## src/rtl/mem_port_arbiter.sv

```systemverilog
// Shares the single external memory/MIO port between IF fetches and MEM loads/stores.
// Latency: grant 1 cycle after req, ack 1 cycle after bus_ready; abort acks TIMEOUT+1 cycles after grant.
// Backpressure: requesters stall (stall_if/stall_mem) until their one-cycle ack; bus_ready paces each transfer.
module mem_port_arbiter #(
    parameter int TIMEOUT = 15
) (
    input  logic        clk,
    input  logic        reset,
    input  logic        if_req,
    input  logic [31:0] if_addr,
    output logic [31:0] if_rdata,
    output logic        if_ack,
    input  logic        mem_req,
    input  logic        mem_we,
    input  logic [31:0] mem_addr,
    input  logic [31:0] mem_wdata,
    output logic [31:0] mem_rdata,
    output logic        mem_ack,
    output logic        bus_ale,
    output logic [31:0] bus_addr,
    output logic [31:0] bus_wdata,
    output logic        bus_we,
    output logic        bus_mio,
    input  logic        bus_ready,
    input  logic [31:0] bus_rdata,
    output logic        stall_if,
    output logic        stall_mem,
    output logic        bus_err,
    input  logic        err_clr,
    output logic [1:0]  grant_owner
);

    localparam int              WCW       = (TIMEOUT > 2) ? $clog2(TIMEOUT) : 1;
    localparam logic [WCW-1:0]  WAIT_LAST = WCW'(TIMEOUT - 1);
    localparam logic [31:0]     NOP_INSN  = 32'h0000_0013;

    typedef enum logic [1:0] {
        S_IDLE     = 2'd0,
        S_IF_XFER  = 2'd1,
        S_MEM_XFER = 2'd2,
        S_DONE     = 2'd3
    } state_t;

    state_t         state_q, state_d;
    logic           last_owner_q, last_owner_d;   // 0 = IF, 1 = MEM
    logic [WCW-1:0] wait_cnt_q, wait_cnt_d;
    logic [31:0]    addr_q, addr_d;
    logic [31:0]    wdata_q, wdata_d;
    logic           we_q, we_d;
    logic [31:0]    if_rdata_q, if_rdata_d;
    logic [31:0]    mem_rdata_q, mem_rdata_d;
    logic           bus_err_q, bus_err_d;

    logic           grant_if;
    logic           grant_mem;
    logic           in_xfer;
    logic           abort;

    always_ff @(posedge clk or posedge reset) begin
        if (reset) begin
            state_q      <= S_IDLE;
            last_owner_q <= 1'b0;
            wait_cnt_q   <= '0;
            addr_q       <= '0;
            wdata_q      <= '0;
            we_q         <= 1'b0;
            if_rdata_q   <= '0;
            mem_rdata_q  <= '0;
            bus_err_q    <= 1'b0;
        end else begin
            state_q      <= state_d;
            last_owner_q <= last_owner_d;
            wait_cnt_q   <= wait_cnt_d;
            addr_q       <= addr_d;
            wdata_q      <= wdata_d;
            we_q         <= we_d;
            if_rdata_q   <= if_rdata_d;
            mem_rdata_q  <= mem_rdata_d;
            bus_err_q    <= bus_err_d;
        end
    end

    // On a tie the requester that did not own the last transfer wins.
    assign grant_mem = mem_req & (~if_req | ~last_owner_q);
    assign grant_if  = if_req & ~grant_mem;
    assign in_xfer   = (state_q == S_IF_XFER) || (state_q == S_MEM_XFER);

    always_comb begin
        state_d      = state_q;
        last_owner_d = last_owner_q;
        wait_cnt_d   = wait_cnt_q;
        addr_d       = addr_q;
        wdata_d      = wdata_q;
        we_d         = we_q;
        if_rdata_d   = if_rdata_q;
        mem_rdata_d  = mem_rdata_q;
        abort        = 1'b0;

        case (state_q)
            S_IDLE: begin
                if (grant_mem) begin
                    state_d      = S_MEM_XFER;
                    last_owner_d = 1'b1;
                    wait_cnt_d   = '0;
                    addr_d       = mem_addr;
                    wdata_d      = mem_wdata;
                    we_d         = mem_we;
                end else if (grant_if) begin
                    state_d      = S_IF_XFER;
                    last_owner_d = 1'b0;
                    wait_cnt_d   = '0;
                    addr_d       = if_addr;
                    we_d         = 1'b0;
                end
            end
            S_IF_XFER, S_MEM_XFER: begin
                // Ready takes priority over a timeout landing in the same cycle.
                if (bus_ready) begin
                    state_d = S_DONE;
                    if (state_q == S_IF_XFER) begin
                        if_rdata_d = bus_rdata;
                    end else if (!we_q) begin
                        mem_rdata_d = bus_rdata;
                    end
                end else if (wait_cnt_q == WAIT_LAST) begin
                    state_d = S_DONE;
                    abort   = 1'b1;
                    if (state_q == S_IF_XFER) begin
                        if_rdata_d = NOP_INSN;
                    end else begin
                        mem_rdata_d = '0;
                    end
                end else begin
                    wait_cnt_d = wait_cnt_q + 1'b1;
                end
            end
            S_DONE: begin
                state_d = S_IDLE;
            end
            default: begin
                state_d = S_IDLE;
            end
        endcase

        bus_err_d = abort | (bus_err_q & ~err_clr);
    end

    // wait_cnt is zero only in the first cycle of a transfer.
    assign bus_ale     = in_xfer & (wait_cnt_q == '0);
    assign bus_addr    = addr_q;
    assign bus_wdata   = wdata_q;
    assign bus_we      = (state_q == S_MEM_XFER) & we_q;
    assign bus_mio     = (state_q == S_MEM_XFER);
    assign grant_owner = {state_q == S_MEM_XFER, state_q == S_IF_XFER};

    assign if_ack      = (state_q == S_DONE) & ~last_owner_q;
    assign mem_ack     = (state_q == S_DONE) &  last_owner_q;
    assign if_rdata    = if_rdata_q;
    assign mem_rdata   = mem_rdata_q;
    assign bus_err     = bus_err_q;

    assign stall_if    = if_req  & ~if_ack;
    assign stall_mem   = mem_req & ~mem_ack;

endmodule

```

## config.mk

```make
export PLATFORM = sky130hd
export DESIGN_NAME = mem_port_arbiter
export DESIGN_NICKNAME = d
export VERILOG_FILES = /design/src/rtl/mem_port_arbiter.sv
export SDC_FILE = /design/constraint.sdc
export NUM_CORES = 1
export LEC_CHECK = 0
export ABC_AREA = 1
export CORE_AREA = 3 3 123 125
export CTS_CLUSTER_DIAMETER = 100
export CTS_CLUSTER_SIZE = 16
export DETAILED_ROUTE_END_ITERATION = 6
export DIE_AREA = 0 0 126 128
export GPL_ROUTABILITY_DRIVEN = 0
export PLACE_DENSITY_LB_ADDON = 0.1
export SKIP_LAST_GASP = 1
export SYNTH_ARGS = -nofsm -noshare
export SYNTH_HDL_FRONTEND = slang
export SYNTH_SLANG_ARGS = --single-unit
```

## constraint.sdc

```tcl
create_clock -name clk -period 5.35 [get_ports clk]
set_clock_uncertainty 0.15 [all_clocks]
set_input_delay 0.8025 -clock clk [delete_from_list [all_inputs] [get_ports clk]]
set_output_delay 0.8025 -clock clk [all_outputs]
set_load 0.01 [all_outputs]
```

== Yosys cells after proc, flatten, opt, wreduce, memory -nomap -nowiden ==
Cells that the tools add are included.
Word-level totals
  register bits: 137
  input bits: 135
  output and inout port bits: 138
Operators by class
  equal/unequal tests: 9
  reductions and logical operators: 13
  add/sub/neg operators: 1
  muxes and demuxes: 27
  bitwise logic cells: 18
Operators by type and width (number)
  $mux W32: 11
  $mux W4: 4
  $and A1 B1 Y1: 9
  $mux W2: 4
  $pmux W4 S2: 1
  $reduce_and A4 Y1: 2
  $not A1 Y1: 7
  $mux W1: 6
  $ne A2 B2 Y1 const B: 3
  $ne A3 B3 Y1 const B: 2
  $pmux W2 S3: 1
  $reduce_and A2 Y1: 3
  $reduce_bool A2 Y1: 3
  $add A4 B1 Y4 const B: 1
  $eq A2 B2 Y1 const B: 2
  $eq A4 B4 Y1 const B: 1
  $logic_not A4 Y1: 1
  $reduce_and A3 Y1: 1
  $eq A2 B1 Y1 const B: 1
  $logic_not A2 Y1: 1
  $or A1 B1 Y1: 2
  $reduce_or A2 Y1: 1
  $logic_or A1 B1 Y1: 1

== Depth between registers and ports, before layout ==
Gate-level depths: netlist of run 1.
  word-level depth: 8
  gate-level depth with buffers: 8
  depth with buffers taken out: 8

== Least setup slack after synthesis of run 1 ==
OpenSTA, ideal clock, no wires.
  path type: input port to output port
  start point: input port mem_req
  end point: output port stall_mem
  stages on the path: 4
  slack: 2950 ps
  data arrival time: 1447 ps
  path through: buf_4 > clkbuf_1 > inv_1 > nor2_1
Between the ends
  longest elaborated chain between the ends: 1
Ends and longest elaborated chain
  start: declaration: RTL line 13  | input logic mem_req,
  $and A1 B1 Y1: RTL line 163  | assign stall_mem = mem_req & ~mem_ack;
  end: declaration: RTL line 27  | output logic stall_mem,
Every way passes these cells.

== Worst setup path after layout of run 1 ==
Same ends and word-level chain as after synthesis.

==> reports/metrics.yaml, run 1 <==
route:
  ant_nets: 0
  routedWlPerCell_um: 15.7
  dr.pass1.iters: 6
  wl_um: 17300
  drc_errors: 0
  drt-initial-drc-count: 375
  vias_per_cell: 4.94
  dr_total_vias: 5427
worst_setup_path:
  crit_path_start_kind: "primary input"
  criticalPathCategory: "primary input to output pin"
  endpoint_kind: "output pin"
  crit_path_frequent_cell: "clkdlybuf4s50_1"
  cp.arrival_ps: 2490
  path_max_fanout: 16
  critical-path-max-stage-delay_ps: 870
  reg2reg_from: "state_q[0]"
  path_cells: "clkdlybuf4s50_1, inv_1, nor2_1, clkdlybuf4s50_1"
  crit_slowest_cell: "clkdlybuf4s50_1"
  cp_top_family: "buffers and inverters"
  worst_ep_required_time_ps: 4400
  cp-startpoint: "mem_req"
  cp.buffers_inverters: 3
place:
  placed_area_um2: 8660
  dp_hpwl_um: 12300
  io_buffers: 272
  place_inst: 1067
timing:
  final.min_clock_period_ps: 3440
  hold_viol_final: 0
  max_freq_mhz: 291
  tns_ps: 0
  fin_crit_sh_pct: 64.3
  rsz0062_at_grt: "no"
  drv_slew: 0
  setup_violations: 0
  relSlewSlack_pct: 13.5
  worstMarginPinSlew_ps: 1290
logic_synthesis:
  yosysTopAreaCell: "dfrtp_1"
  syn_area_um2: 5950
  synthCells: 651
  synth_nets: 794
  synthTopCellsByCount: "nand2_1, dfrtp_1, nor2_1, nand3_1, o21ai_1"
  ys_ff_latch: 137
  synth_seq_area_share_pct: 57.7
  yosysMostFrequentCell: "nand2_1"
  yosys.area.top_type_share_pct: 57.7
  ys_types: 28
  synth_area_leaders: "dfrtp_1, nand2_1, o21ai_2, a31oi_1, nand3_1"
  yosysWarnings: 0
  synth_flop_cell: "dfrtp_1"
  synth-edff-count: 0
  syn_area_per_cell_um2: 9.13
  synthArstFlopShare_pct: 100
global_route:
  grt_max_degree: 97
  track_usage_pct: 21.3
  antenna_found_initial: 0
  gr-total-overflow: 0
  grt_pass1_vias: 5367
  grt_pass1_wl_um: 27500
clock_network:
  ctsHoldBuffers: 0
  cts_tree: "yes"
  path_clk_slew_ps: 50
  cts_setup_buffers: 0
  clockBufferDepth: 2
  cts-root-buf: "clkbuf_16"
  cts_buffers: 17
  cts_sinks: 137
  ctsResizeCount: 0
  htree_levels: 4
  worstSkewPairLatency_ps: 410
floorplanning:
  io_pins: 273
  design.core.area_um2: 14000
  die_h_um: 128
  initial_utilization_pct: 42.5
  row_count: 43
  die_area_um2: 16100
  die_w_um: 126
layout:
  layoutNonFillerInstCount: 1099
  fillCellCount: 1129
  drive_above_1_share_pct: 8.38
  area_delta_synth_final_pct: 56.0
  num_antenna_cells: 0
  fin_area_um2: 9280
  nets: 1049
  utilization_pct: 66.3
power:
  p_per_area_nw_per_um2: 571
  p_leak_nw: 4.19
  total_power_w: 0.00530
  vdd_drop_max_mv: 0.279
hold_path:
  hp-start: "if_rdata[14]"
  hold_path.class: "flop to flop"
flow_run:
  maxCapViolations: 0
run_status:
  outcome: "finished clean"
state kept, by name (all words and copies together), names as in the netlist:
name          count
if_rdata         32
bus_wdata        32
wait_cnt_q        4
we_q              1
state_q           2
last_owner_q      1
bus_addr         32
bus_err           1
mem_rdata        32
layout by cell type, fill, tap and decap left out, drive strengths merged:
master,instances
clkinvlp,2
nor3,1
a21oi,3
dfrtp,137
nand3,40
nand2,260
buf,4
ha,8
clkdlybuf4s50,272
nor2,43
a22o,1
a21boi,1
o21ai,67
nand3b,1
clkbuf,20
inv,16
clkinv,7
a31oi,32
bufinv,3
o22ai,1
per-stage QoR:
stage                     setup slack [ps]  hold slack, ps
after CTS                             1920             332
after detailed placement              1890             318
final                                 1910             331
after floorplan                        730             342
after global placement                1940             312
after global routing                  1800             348
layout make-up:
class	instances	area [um^2]	share of cell area, %
Multi-Input combinational cell	458	2190	23.6
Timing Repair Buffer	276	2750	29.7
Sequential cell	137	3430	37.0
Inverter	16	65.1	0.701
Clock buffer	20	467	5.03
Clock inverter	12	148	1.59
Tap cell	180	225	2.43
layer usage:
metal  track usage [%]  vias up  part of all wire [%]
li1                  -     2627                     -
met1              25.5     2568                    40
met2              34.9      201                    49
met3              7.54       31                   7.7
met4              9.27        0                   2.9
met5                 0        -                     0
worst min-delay path: stages, from the launching register on:
cell and delay (ps):
dfrtp_1 340, nand2_1 60, o21ai_2 50
path summary, 6_finish.rpt:
check,endpoint,slack [ps],cells after the start
max,stall_mem,1910,4
min,if_rdata[14],330,2
max reg2reg,if_rdata[13],2810,5
min reg2reg,if_rdata[14],330,2
max in group asynchronous,bus_addr[29],3140,3
min in group asynchronous,mem_rdata[25],790,2
where the power goes:
part / switching (W) / leakage, nW / internal [W]
Combinational: 0.00117 / 2.17 / 0.00118
Sequential: 0.000261 / 1.71 / 0.00149
Clock: 0.000426 / 0.302 / 0.000767
Total: 0.00186 / 4.19 / 0.00344
logic make-up after synthesis:
family                   count (synthesis)  synth area share [%]
AO/OA/AOI/OAI                          105                  11.6
buffers and inverters                   56                  5.47
adder cells (fa/ha/maj)                  8                  1.68
flip-flops                             137                  57.7
AND/OR/NAND/NOR                        345                  23.6
Power figures use the tool's default switching activity.
==> inputs of run 2 (changes only) <==
CORE_AREA = 3 3 130 132   (was 3 3 123 125)
DIE_AREA = 0 0 133 135   (was 0 0 126 128)
clock period = 2.85 ns   (was 5.35 ns; I/O delays follow)
==> reports/metrics.yaml, run 2 (synthesized netlist as in run 1, its figures left out) <==
run_status:
  outcome: "finished clean"  # unchanged
power:
  swShare_pct: 34.1  # was 35.1%
  p_per_area_nw_per_um2: 1080  # was 571 nW/um^2
  p_clk_share_pct: 24.5  # was 22.5%
  p_leak_nw: 4.27  # was 4.19 nW
  seq_power_share_pct: 31.9  # was 33.0%
  p_sw_w: 0.00350  # was 0.00186 W
  total_power_w: 0.0103  # was 0.00530 W
  vdd_drop_max_mv: 0.598  # was 0.279 mV
  comb_power_share_pct: 43.6  # was 44.5%
  power.internal_w: 0.00678  # was 0.00344 W
route:
  wl_um: 17100  # was 17300 um
  dr.pass1.iters: 4  # was 6
  ant_nets: 0  # unchanged
  vias_per_cell: 4.66  # was 4.94
  dr_total_vias: 5332  # was 5427
  drt-initial-drc-count: 213  # was 375
  drc_errors: 0  # unchanged
  routedWlPerCell_um: 15.0  # was 15.7 um
timing:
  tns_ps: 0  # unchanged
  hold_viol_final: 0  # unchanged
  relSlewSlack_pct: 46.1  # was 13.5%
  rsz0062_at_grt: "no"  # unchanged
  fin_crit_sh_pct: 92.9
  whs_ps: 328  # was 331 ps
  setup_violations: 0  # unchanged
  max_freq_mhz: 378
  final.min_clock_period_ps: 2650
  drv_slew: 0  # unchanged
  worstMarginPinSlew_ps: 808  # was 1290 ps
clock_network:
  cts-root-buf: "clkbuf_16"  # unchanged
  cts_tree: "yes"  # unchanged
  worstSkewPairLatency_ps: 410  # about the same
  htree_levels: 4  # unchanged
  clockBufferDepth: 2  # unchanged
  cts_setup_buffers: 0  # unchanged
  ctsResizeCount: 0  # unchanged
  ctsHoldBuffers: 0  # unchanged
  path_clk_slew_ps: 60  # was 50 ps
  cts_buffers: 17  # unchanged
  cts_sinks: 137  # unchanged
worst_setup_path:
  rr_endpoint: "mem_rdata[22]"  # was if_rdata[13]
  cp.arrival_ps: 2070  # was 2490 ps
  reg2reg_depth: 7  # was 5
  path_max_fanout: 5  # was 16
  crit_path_start_kind: "flop"  # was primary input
  rrSetupSlack_ps: 640  # was 2810 ps
  worst_ep_required_time_ps: 2270  # was 4400 ps
  reg2reg_from: "state_q[0]"  # unchanged
  criticalPathCategory: "flop to output pin"  # was primary input to output pin
  endpoint_kind: "output pin"  # unchanged
global_route:
  grt_pass1_vias: 5326  # was 5367
  gr-total-overflow: 0  # unchanged
  antenna_found_initial: 0  # unchanged
  grt_max_degree: 138  # was 97
  grt_pass1_wl_um: 27400  # was 27500 um
  track_usage_pct: 19.2  # was 21.3%
floorplanning:
  io_pins: 273  # unchanged
  row_count: 46  # was 43
  design.core.area_um2: 15800  # was 14000 um^2
  initial_utilization_pct: 37.6  # was 42.5%
  die_area_um2: 18000  # was 16100 um^2
  die_h_um: 135  # was 128 um
  die_w_um: 133  # was 126 um
place:
  dp_hpwl_um: 12100  # was 12300 um
  placed_area_um2: 8820  # was 8660 um^2
  io_buffers: 272  # unchanged
hold_path:
  hold_path.class: "flop to flop"  # unchanged
  hp-start: "mem_rdata[13]"  # was if_rdata[14]
  whs_path_depth: 2  # unchanged
  min_to: "mem_rdata[13]"  # was if_rdata[14]
layout:
  drive_above_1_share_pct: 9.27  # was 8.38%
  nets: 1059  # was 1049
  area_delta_synth_final_pct: 59.8  # was 56.0%
  final_common_cell: "clkdlybuf4s50_1"  # unchanged
  fillCellCount: 1355  # was 1129
  layout_common_cells: "clkdlybuf4s50_1, nand2_1, dfrtp_1"  # unchanged
  fin_area_um2: 9500  # was 9280 um^2
  utilization_pct: 60.0  # was 66.3%
  num_antenna_cells: 0  # unchanged
flow_run:
  maxCapViolations: 0  # unchanged
run 2: worst max path at each step:
| stage | slack [ps] | endpoint | cells after the start | from |
|---|---|---|---|---|
| 4_1_cts | 180 | bus_ale | 5 | state_q[0] |
| 6_report | 200 | bus_ale | 5 | state_q[0] |
| 2_1_floorplan | 570 | bus_addr[0] | 1 | reset |
| 3_5_place_dp | 420 | mem_rdata[19] | 7 | bus_ready |
| 5_1_grt | 120 | bus_ale | 5 | state_q[0] |
| 3_3_place_gp | 450 | stall_mem | 4 | mem_req |
run 2: cell type report:
type                            instances  area, um^2  share of cell area (%)
Tap cell                              216         270                    2.84
Clock buffer                           20         467                    4.91
Inverter                               16        63.8                   0.672
Timing Repair Buffer                  286        2870                    30.2
Multi-Input combinational cell        458        2190                    23.1
Sequential cell                       137        3430                    36.1
Clock inverter                         11         215                    2.26
run 2: metrics by stage:
| step | std cells | worst slack (ps) |
|---|---|---|
| 2_1_floorplan | 651 | 565 |
| 3_3_place_gp | 1113 | 449 |
| 3_5_place_dp | 1113 | 420 |
| 4_1_cts | 1144 | 177 |
| 5_1_grt | 1144 | 123 |
| 6_report | 1144 | 203 |
run 2: power by group through the flow:
stage | logic [W] | registers [W] | clock network [W]
finish | 0.00448 | 0.00328 | 0.00252
global route | 0.00492 | 0.00340 | 0.00266
CTS | 0.00455 | 0.00329 | 0.00258
detailed placement | 0.00452 | 0.00330 | 0
global placement | 0.00446 | 0.00326 | 0
floorplan | 0.00192 | 0.00362 | 0
run 2: layer usage:
layer / track usage, % / up-vias / wire length (um)
li1: - / 2656 / -
met1: 23.4 / 2448 / 7050
met2: 31.1 / 207 / 8260
met3: 7.19 / 21 / 1440
met4: 7.39 / 0 / 375
met5: 0 / - / 0
run 2: critical path, stage by stage (launching register included):
cell,delay [ps]
dfrtp_1,430
inv_1,90
ha_1,320
nand2_1,70
nor3_1,160
clkdlybuf4s50_1,590
